### config.mk
export PLATFORM = sky130hd
export DESIGN_NAME = status_tx_flat
export DESIGN_NICKNAME = d
export VERILOG_FILES = /design/src/rtl/status_tx_if.sv /design/src/rtl/status_tx.sv /design/src/flat_wrapper.sv
export SDC_FILE = /design/constraint.sdc
export NUM_CORES = 1
export LEC_CHECK = 0
export ABC_AREA = 1
export ABC_CLOCK_PERIOD_IN_PS = 3300
export CAP_MARGIN = 5
export CORE_MARGIN = 2
export CORE_UTILIZATION = 39
export CTS_CLUSTER_DIAMETER = 50
export DETAILED_ROUTE_END_ITERATION = 10
export HOLD_SLACK_MARGIN = 0.06
export PLACE_DENSITY = 0.64
export SKIP_CTS_REPAIR_TIMING = 1
export SYNTH_ARGS = -nofsm -noshare
export SYNTH_HDL_FRONTEND = slang
export SYNTH_SLANG_ARGS = --single-unit
### constraint.sdc
create_clock -name i_clk -period 3.3 [get_ports i_clk]
set_clock_uncertainty 0.2 [all_clocks]
set_input_delay 0.99 -clock i_clk [delete_from_list [all_inputs] [get_ports i_clk]]
set_output_delay 0.99 -clock i_clk [all_outputs]
set_load 0.03 [all_outputs]
### src/rtl/status_tx_if.sv
// ---------------------------------------------------------------------------
// status_tx_if
// SPI pin bundle shared between the status transmitter and the host side.
//   i_sclk    : raw SPI clock (mode 0), driven by the host
//   i_cs_n    : raw chip select, active low, driven by the host
//   o_miso    : serial status data, MSB first, driven by the slave
//   o_misoOe  : MISO output enable, high while the slave is selected
// ---------------------------------------------------------------------------
interface status_tx_if;
   logic i_sclk;
   logic i_cs_n;
   logic o_miso;
   logic o_misoOe;

   modport slave (
      input  i_sclk,
      input  i_cs_n,
      output o_miso,
      output o_misoOe
   );

   modport master (
      output i_sclk,
      output i_cs_n,
      input  o_miso,
      input  o_misoOe
   );
endinterface

### src/rtl/status_tx.sv
// ---------------------------------------------------------------------------
// status_tx
// SPI-slave status frame transmitter. While the host clocks a command frame
// in, this block shifts a 64-bit status frame out on MISO, MSB first:
//   [63:56] flags  [55:52] seq  [51:40] vcIndex  [39:28] vcRepeat
//   [27:16] adc    [15:8] checksum  [7:0] MSG_TYPE
// Ports:
//   i_clk, i_rst_n     : system clock (>= 8x SCLK), async active-low reset
//   spi (slave)        : raw SCLK / CS_N in, MISO / MISO enable out
//   i_flags, i_vcIndex, i_vcRepeat, i_adc : live status, sampled at frame start
//   o_busy             : frame in progress (LOAD, SHIFT, DONE)
//   o_frameSent        : one-clock pulse after the 64th SCLK rising edge
//   o_seq              : sequence number that the next frame will carry
// ---------------------------------------------------------------------------
module status_tx #(
   parameter logic [7:0] MSG_TYPE    = 8'h81,
   parameter int         SYNC_STAGES = 2
) (
   input  logic         i_clk,
   input  logic         i_rst_n,
   status_tx_if.slave   spi,
   input  logic [7:0]   i_flags,
   input  logic [11:0]  i_vcIndex,
   input  logic [11:0]  i_vcRepeat,
   input  logic [11:0]  i_adc,
   output logic         o_busy,
   output logic         o_frameSent,
   output logic [3:0]   o_seq
);

   typedef enum logic [2:0] {
      ST_IDLE,
      ST_LOAD,
      ST_SHIFT,
      ST_DONE,
      ST_HOLD
   } state_t;

   // ---------------- synchronizers ----------------
   logic [SYNC_STAGES-1:0] r_sclk_sync;
   logic [SYNC_STAGES-1:0] r_cs_sync;
   logic [SYNC_STAGES-1:0] w_sclk_d;
   logic [SYNC_STAGES-1:0] w_cs_d;
   logic                   r_sclk_prev;
   logic                   r_cs_prev;

   assign w_sclk_d[0] = spi.i_sclk;
   assign w_cs_d[0]   = spi.i_cs_n;

   genvar gi;
   generate
      for (gi = 1; gi < SYNC_STAGES; gi++) begin : g_sync_chain
         assign w_sclk_d[gi] = r_sclk_sync[gi-1];
         assign w_cs_d[gi]   = r_cs_sync[gi-1];
      end
   endgenerate

   // CS chain resets to the deselected level so reset release is not seen
   // as a chip-select edge.
   always_ff @(posedge i_clk or negedge i_rst_n) begin
      if (!i_rst_n) begin
         r_sclk_sync <= '0;
         r_cs_sync   <= '1;
         r_sclk_prev <= 1'b0;
         r_cs_prev   <= 1'b1;
      end else begin
         r_sclk_sync <= w_sclk_d;
         r_cs_sync   <= w_cs_d;
         r_sclk_prev <= r_sclk_sync[SYNC_STAGES-1];
         r_cs_prev   <= r_cs_sync[SYNC_STAGES-1];
      end
   end

   logic w_sclk_s;
   logic w_cs_s;
   logic w_sclk_rise;
   logic w_sclk_fall;
   logic w_cs_fall;
   logic w_cs_rise;

   assign w_sclk_s    = r_sclk_sync[SYNC_STAGES-1];
   assign w_cs_s      = r_cs_sync[SYNC_STAGES-1];
   assign w_sclk_rise =  w_sclk_s & ~r_sclk_prev;
   assign w_sclk_fall = ~w_sclk_s &  r_sclk_prev;
   assign w_cs_fall   = ~w_cs_s   &  r_cs_prev;
   assign w_cs_rise   =  w_cs_s   & ~r_cs_prev;

   // ---------------- frame assembly ----------------
   logic [3:0]  r_seq;
   logic [47:0] w_body;
   logic [7:0]  w_csum;
   logic [63:0] w_frame;

   assign w_body  = {i_flags, r_seq, i_vcIndex, i_vcRepeat, i_adc};
   assign w_csum  = w_body[47:40] ^ w_body[39:32] ^ w_body[31:24] ^
                    w_body[23:16] ^ w_body[15:8]  ^ w_body[7:0]   ^ MSG_TYPE;
   assign w_frame = {w_body, w_csum, MSG_TYPE};

   // ---------------- FSM ----------------
   state_t      r_state;
   state_t      w_state_next;
   logic [63:0] r_shreg;
   logic [6:0]  r_cnt;
   logic        r_miso;
   logic        w_busy;
   logic        w_oe;
   logic        w_sent;

   always_ff @(posedge i_clk or negedge i_rst_n) begin
      if (!i_rst_n) begin
         r_state <= ST_IDLE;
      end else begin
         r_state <= w_state_next;
      end
   end

   always_comb begin
      w_state_next = r_state;
      w_busy       = 1'b0;
      w_oe         = 1'b0;
      w_sent       = 1'b0;
      unique case (r_state)
         ST_IDLE: begin
            // SCLK activity is irrelevant here; only a CS fall starts a frame,
            // which also makes CS win over a coincident SCLK edge.
            if (w_cs_fall) w_state_next = ST_LOAD;
         end
         ST_LOAD: begin
            w_busy = 1'b1;
            w_state_next = w_cs_rise ? ST_IDLE : ST_SHIFT;
         end
         ST_SHIFT: begin
            w_busy = 1'b1;
            w_oe   = 1'b1;
            if (w_cs_rise)             w_state_next = ST_IDLE;
            else if (r_cnt == 7'd64)   w_state_next = ST_DONE;
         end
         ST_DONE: begin
            w_busy = 1'b1;
            w_oe   = 1'b1;
            w_sent = 1'b1;
            w_state_next = ST_HOLD;
         end
         ST_HOLD: begin
            w_oe = 1'b1;
            // Level test: a CS release that landed during DONE is not lost.
            if (w_cs_s) w_state_next = ST_IDLE;
         end
         default: w_state_next = ST_IDLE;
      endcase
   end

   // Frame is captured on the edge that enters LOAD so that bit 63 is ready
   // to be driven as soon as SHIFT begins.
   always_ff @(posedge i_clk or negedge i_rst_n) begin
      if (!i_rst_n) begin
         r_shreg <= '0;
         r_cnt   <= '0;
         r_seq   <= '0;
         r_miso  <= 1'b0;
      end else begin
         if (w_state_next == ST_LOAD && r_state == ST_IDLE) begin
            r_shreg <= w_frame;
            r_cnt   <= '0;
         end else if (r_state == ST_SHIFT && w_state_next == ST_SHIFT) begin
            if (w_sclk_rise) begin
               r_cnt <= r_cnt + 7'd1;
            end
            // No shift before the first rise: the host samples bit 63 first.
            if (w_sclk_fall && r_cnt != 7'd0 && r_cnt != 7'd64) begin
               r_shreg <= {r_shreg[62:0], 1'b0};
            end
         end

         if (w_state_next == ST_DONE) begin
            r_seq <= r_seq + 4'd1;
         end

         // MISO is registered, so it follows the shift register one clock
         // later; outside SHIFT it is held low.
         r_miso <= (w_state_next == ST_SHIFT) ? r_shreg[63] : 1'b0;
      end
   end

   assign spi.o_miso   = r_miso;
   assign spi.o_misoOe = w_oe;
   assign o_busy       = w_busy;
   assign o_frameSent  = w_sent;
   assign o_seq        = r_seq;

endmodule

### src/flat_wrapper.sv
// flat-port wrapper written by rule: the top's interface ports become plain ports
module status_tx_flat 
#(
   parameter logic [7:0] MSG_TYPE    = 8'h81,
   parameter int         SYNC_STAGES = 2
)
  (i_clk, i_rst_n, i_flags, i_vcIndex, i_vcRepeat, i_adc, o_busy, o_frameSent, o_seq, spi_i_sclk, spi_i_cs_n, spi_o_miso, spi_o_misoOe);
  status_tx_if spi_i ();
  input  logic i_clk;
  input  logic i_rst_n;
  input  logic [7:0] i_flags;
  input  logic [11:0] i_vcIndex;
  input  logic [11:0] i_vcRepeat;
  input  logic [11:0] i_adc;
  output logic o_busy;
  output logic o_frameSent;
  output logic [3:0] o_seq;
  input wire logic [$bits(spi_i.i_sclk)-1:0] spi_i_sclk;
  input wire logic [$bits(spi_i.i_cs_n)-1:0] spi_i_cs_n;
  output wire logic [$bits(spi_i.o_miso)-1:0] spi_o_miso;
  output wire logic [$bits(spi_i.o_misoOe)-1:0] spi_o_misoOe;
  assign spi_i.i_sclk = spi_i_sclk;
  assign spi_i.i_cs_n = spi_i_cs_n;
  assign spi_o_miso = spi_i.o_miso;
  assign spi_o_misoOe = spi_i.o_misoOe;
  status_tx #(.MSG_TYPE(MSG_TYPE), .SYNC_STAGES(SYNC_STAGES)) u_core (.i_clk(i_clk), .i_rst_n(i_rst_n), .spi(spi_i), .i_flags(i_flags), .i_vcIndex(i_vcIndex), .i_vcRepeat(i_vcRepeat), .i_adc(i_adc), .o_busy(o_busy), .o_frameSent(o_frameSent), .o_seq(o_seq));
endmodule
==> results.sh <==
export IMPL_hpwl_um=8320
export IMPL_multi_input_area_um2=2290
export IMPL_first_global_vias=4116
export IMPL_stdcell_area_um2=5790
export IMPL_synth_xor_area_frac=0.0617
export IMPL_synth_simple_area_share=0.361
export IMPL_die_h_um=115
export IMPL_ys_seq_elements=85
export IMPL_startpoint="u_core.r_state[0]$_DFF_PN0_"
export IMPL_setup_viol=0
export IMPL_path_clk_slew_ns=0.06
export IMPL_seq_area_um2=2130
export IMPL_firstDrtPassIters=5
export IMPL_worstReg2RegEnd="u_core.r_shreg[46]$_DFFE_PN0P_"
export IMPL_cts_buffer_depth=2
export IMPL_die_w_um=115
export IMPL_drt_iter0_drc=315
export IMPL_die_area_um2=13300
export IMPL_yosys_top_cells_area="dfrtp_1 43%, nand2_1 22%, nand3_1 9.1%"
export IMPL_cts_sinks=85
export IMPL_tightest_slew_ns=0.884
export IMPL_vias=4251
export IMPL_status="completed"
export IMPL_wire_per_inst_um=13.5
export IMPL_detail_route_vias_per_cell=4.83
export IMPL_layout_common_cells="277 x nand2_1, 88 x nand3_1, 82 x dfrtp_1, 59 x inv_1, 54 x clkdlybuf4s50_1"
export IMPL_min_period_ns=2.92
export IMPL_gr_total_overflow=0
export IMPL_htreeDepth=3
export IMPL_clock_latency_ns=0.34
export IMPL_ant_nets=0
export IMPL_fill_cells=1186
export IMPL_synth_top_family_by_area="simple AND/OR/NAND/NOR gates"
export IMPL_max_clock_freq_ghz=0.343
export IMPL_hold_path_class="flip-flop to flip-flop"
export IMPL_finalCritPeriodShare=0.884
export IMPL_start_util=0.400
export IMPL_antenna_found_initial=0
export IMPL_reg2regPathDepth=7
export IMPL_critPathArrivalTime_ns=1.73
export IMPL_layout_drive_gt1_share=0.0646
export IMPL_min_from="u_core.r_sclk_sync[0]$_DFF_PN0_"
export IMPL_final_max_slew_viol_count=0
export IMPL_synthCells=662
export IMPL_slew_headroom=0.408
export IMPL_worstPathRequired_ns=2.11
export IMPL_yosysWarnings=0
export IMPL_place_gp_congestion=0.837
export IMPL_finalHoldViolCount=0
export IMPL_cts_buffers=9
export IMPL_diodes=0
export IMPL_num_io_pins=56
export IMPL_cap_violations=0
export IMPL_rows=40
export IMPL_grt_pass1_wl_um=20300
export IMPL_p_leak_nw=3.06
export IMPL_rsz0062_at_grt="false"
export IMPL_wl_um=11900
export IMPL_root_buffer="clkbuf_16"
export IMPL_synth_adder_area_share=0.00778
export IMPL_hold_path_cell_count=0
export IMPL_ys_seq_area_frac=0.442
export IMPL_crit_fanout=3
export IMPL_place_area_um2=5500
export IMPL_cts_tree="yes"
export IMPL_vdd_ir_drop_max_v=0.000215
export IMPL_grtUsageTotal=0.197
export IMPL_io_buffer_count=55
export IMPL_holdPathEnd="u_core.r_sclk_sync[1]$_DFF_PN0_"
export IMPL_synth_nets=713
export IMPL_cp_start_kind="flip-flop"
export IMPL_synth_area_mux_share=0
export IMPL_yosys_area_top_type="dfrtp_1"
export IMPL_final_common_cell="nand2_1"
export IMPL_area_growth_pct=20.1
export IMPL_grt_max_degree=56
export IMPL_worstReg2RegStart="u_core.r_state[2]$_DFF_PN0_"
export IMPL_drcViolationCount=0
export IMPL_synth_avg_cell_area_um2=7.29
export IMPL_power_density_nw_per_um2=678
export IMPL_crit_path_end_kind="primary output"
export IMPL_core_area_um2=12100
export IMPL_worstSetupPathType="flip-flop to primary output"
export IMPL_fin_tns_setup_ns=0
export IMPL_synthesis_area_um2=4830
export IMPL_synth_top_area_frac=0.425
export IMPL_r2r_setup_slack_ns=0.73
export IMPL_ys_types=28
export IMPL_nets=758
export IMPL_synth_compound_area_frac=0.0438
-- power by group --
| part | switching (mW) | total (mW) | internal (mW) |
|---|---|---|---|
| sequential | 0.196 | 1.61 | 1.41 |
| combinational | 0.824 | 1.31 | 0.486 |
| clock | 0.413 | 1.01 | 0.602 |
-- state kept, by name, indices dropped and copies added (netlist names) --
| register | count |
|---|---|
| u_core.r_cnt | 7 |
| u_core.r_cs_prev | 1 |
| u_core.r_shreg | 64 |
| u_core.r_state | 3 |
| u_core.r_sclk_prev | 1 |
| u_core.o_seq | 4 |
| u_core.r_sclk_sync | 2 |
| u_core.r_cs_sync | 2 |
| u_core.spi.o_miso | 1 |
-- layer usage --
| metal | global-route usage | routed length (µm) | vias up |
|---|---|---|---|
| met2 | 0.304 | 5470 | 104 |
| met4 | 0.0747 | 241 | 0 |
| li1 | - | - | 2145 |
| met3 | 0.0401 | 524 | 18 |
| met5 | 0 | 0 | - |
| met1 | 0.274 | 5670 | 1984 |
-- critical path, cell delays in order, from the launching register on --
cell and delay, ns:
dfrtp_1 0.39, inv_2 0.11, nand2_2 0.08, a21oi_1 0.12
clkdlybuf4s50_1 0.68
-- how the worst max path moves through the flow --
stage,to,slack [ns],depth (start not counted)
2_1_floorplan,spi_o_misoOe,1.09,3
3_3_place_gp,spi_o_misoOe,0.77,4
3_5_place_dp,u_core.r_shreg[8]$_DFFE_PN0P_,0.70,6
4_1_cts,spi_o_misoOe,0.37,4
5_1_grt,o_busy,0.27,5
6_report,spi_o_misoOe,0.38,4
-- synth_stat cells --
| library cell | number |
|---|---|
| nand2_1 | 277 |
| a21oi_1 | 2 |
| nand3_1 | 88 |
| ha_1 | 3 |
| dfstp_2 | 3 |
| o21ai_1 | 2 |
| nand3_2 | 1 |
| xor2_1 | 23 |
| inv_2 | 3 |
| or2_2 | 1 |
| clkbuf_1 | 9 |
| o21ai_0 | 35 |
| buf_2 | 14 |
| o21bai_1 | 1 |
| nor2_2 | 3 |
| inv_1 | 59 |
| nor2_4 | 1 |
| buf_4 | 2 |
| nand4_1 | 5 |
| nor3_1 | 1 |
| nor2_1 | 22 |
| a31o_2 | 1 |
| xnor2_1 | 11 |
| buf_6 | 5 |
| nand4_4 | 2 |
| nand2_4 | 3 |
| nand2_2 | 3 |
| dfrtp_1 | 82 |
-- kinds of logic (layout without fill, tap and decap cells) --
family,after synthesis,in the layout
compound gates,41,41
xor+xnor,34,34
fa+ha+maj,3,3
buf+inv,92,142
flops,85,85
simple gates,407,407
-- layout make-up --
| cell class | instances | area share |
|---|---|---|
| clock inverter | 5 | 0.00864 |
| multi-input combinational | 485 | 0.395 |
| timing repair buffer | 64 | 0.111 |
| tap | 168 | 0.0363 |
| inverter | 62 | 0.0402 |
| sequential | 85 | 0.368 |
| clock buffer | 11 | 0.0419 |
-- metrics by stage --
| step | hold slack (ns) | utilization | setup slack, ns | std cells | total power, mW |
|---|---|---|---|---|---|
| final | 0.152 | 0.480 | 0.383 | 880 | 3.93 |
| after global routing | 0.164 | 0.480 | 0.266 | 880 | 4.26 |
| after CTS | 0.155 | 0.480 | 0.373 | 880 | 3.96 |
| after detailed placement | 0.145 | 0.456 | 0.696 | 864 | 2.93 |
| after global placement | 0.145 | 0.456 | 0.772 | 864 | 2.88 |
| after floorplan | 0.131 | - | 1.09 | 662 | 2.56 |
Note: power is estimated with default switching activity, not from simulation.
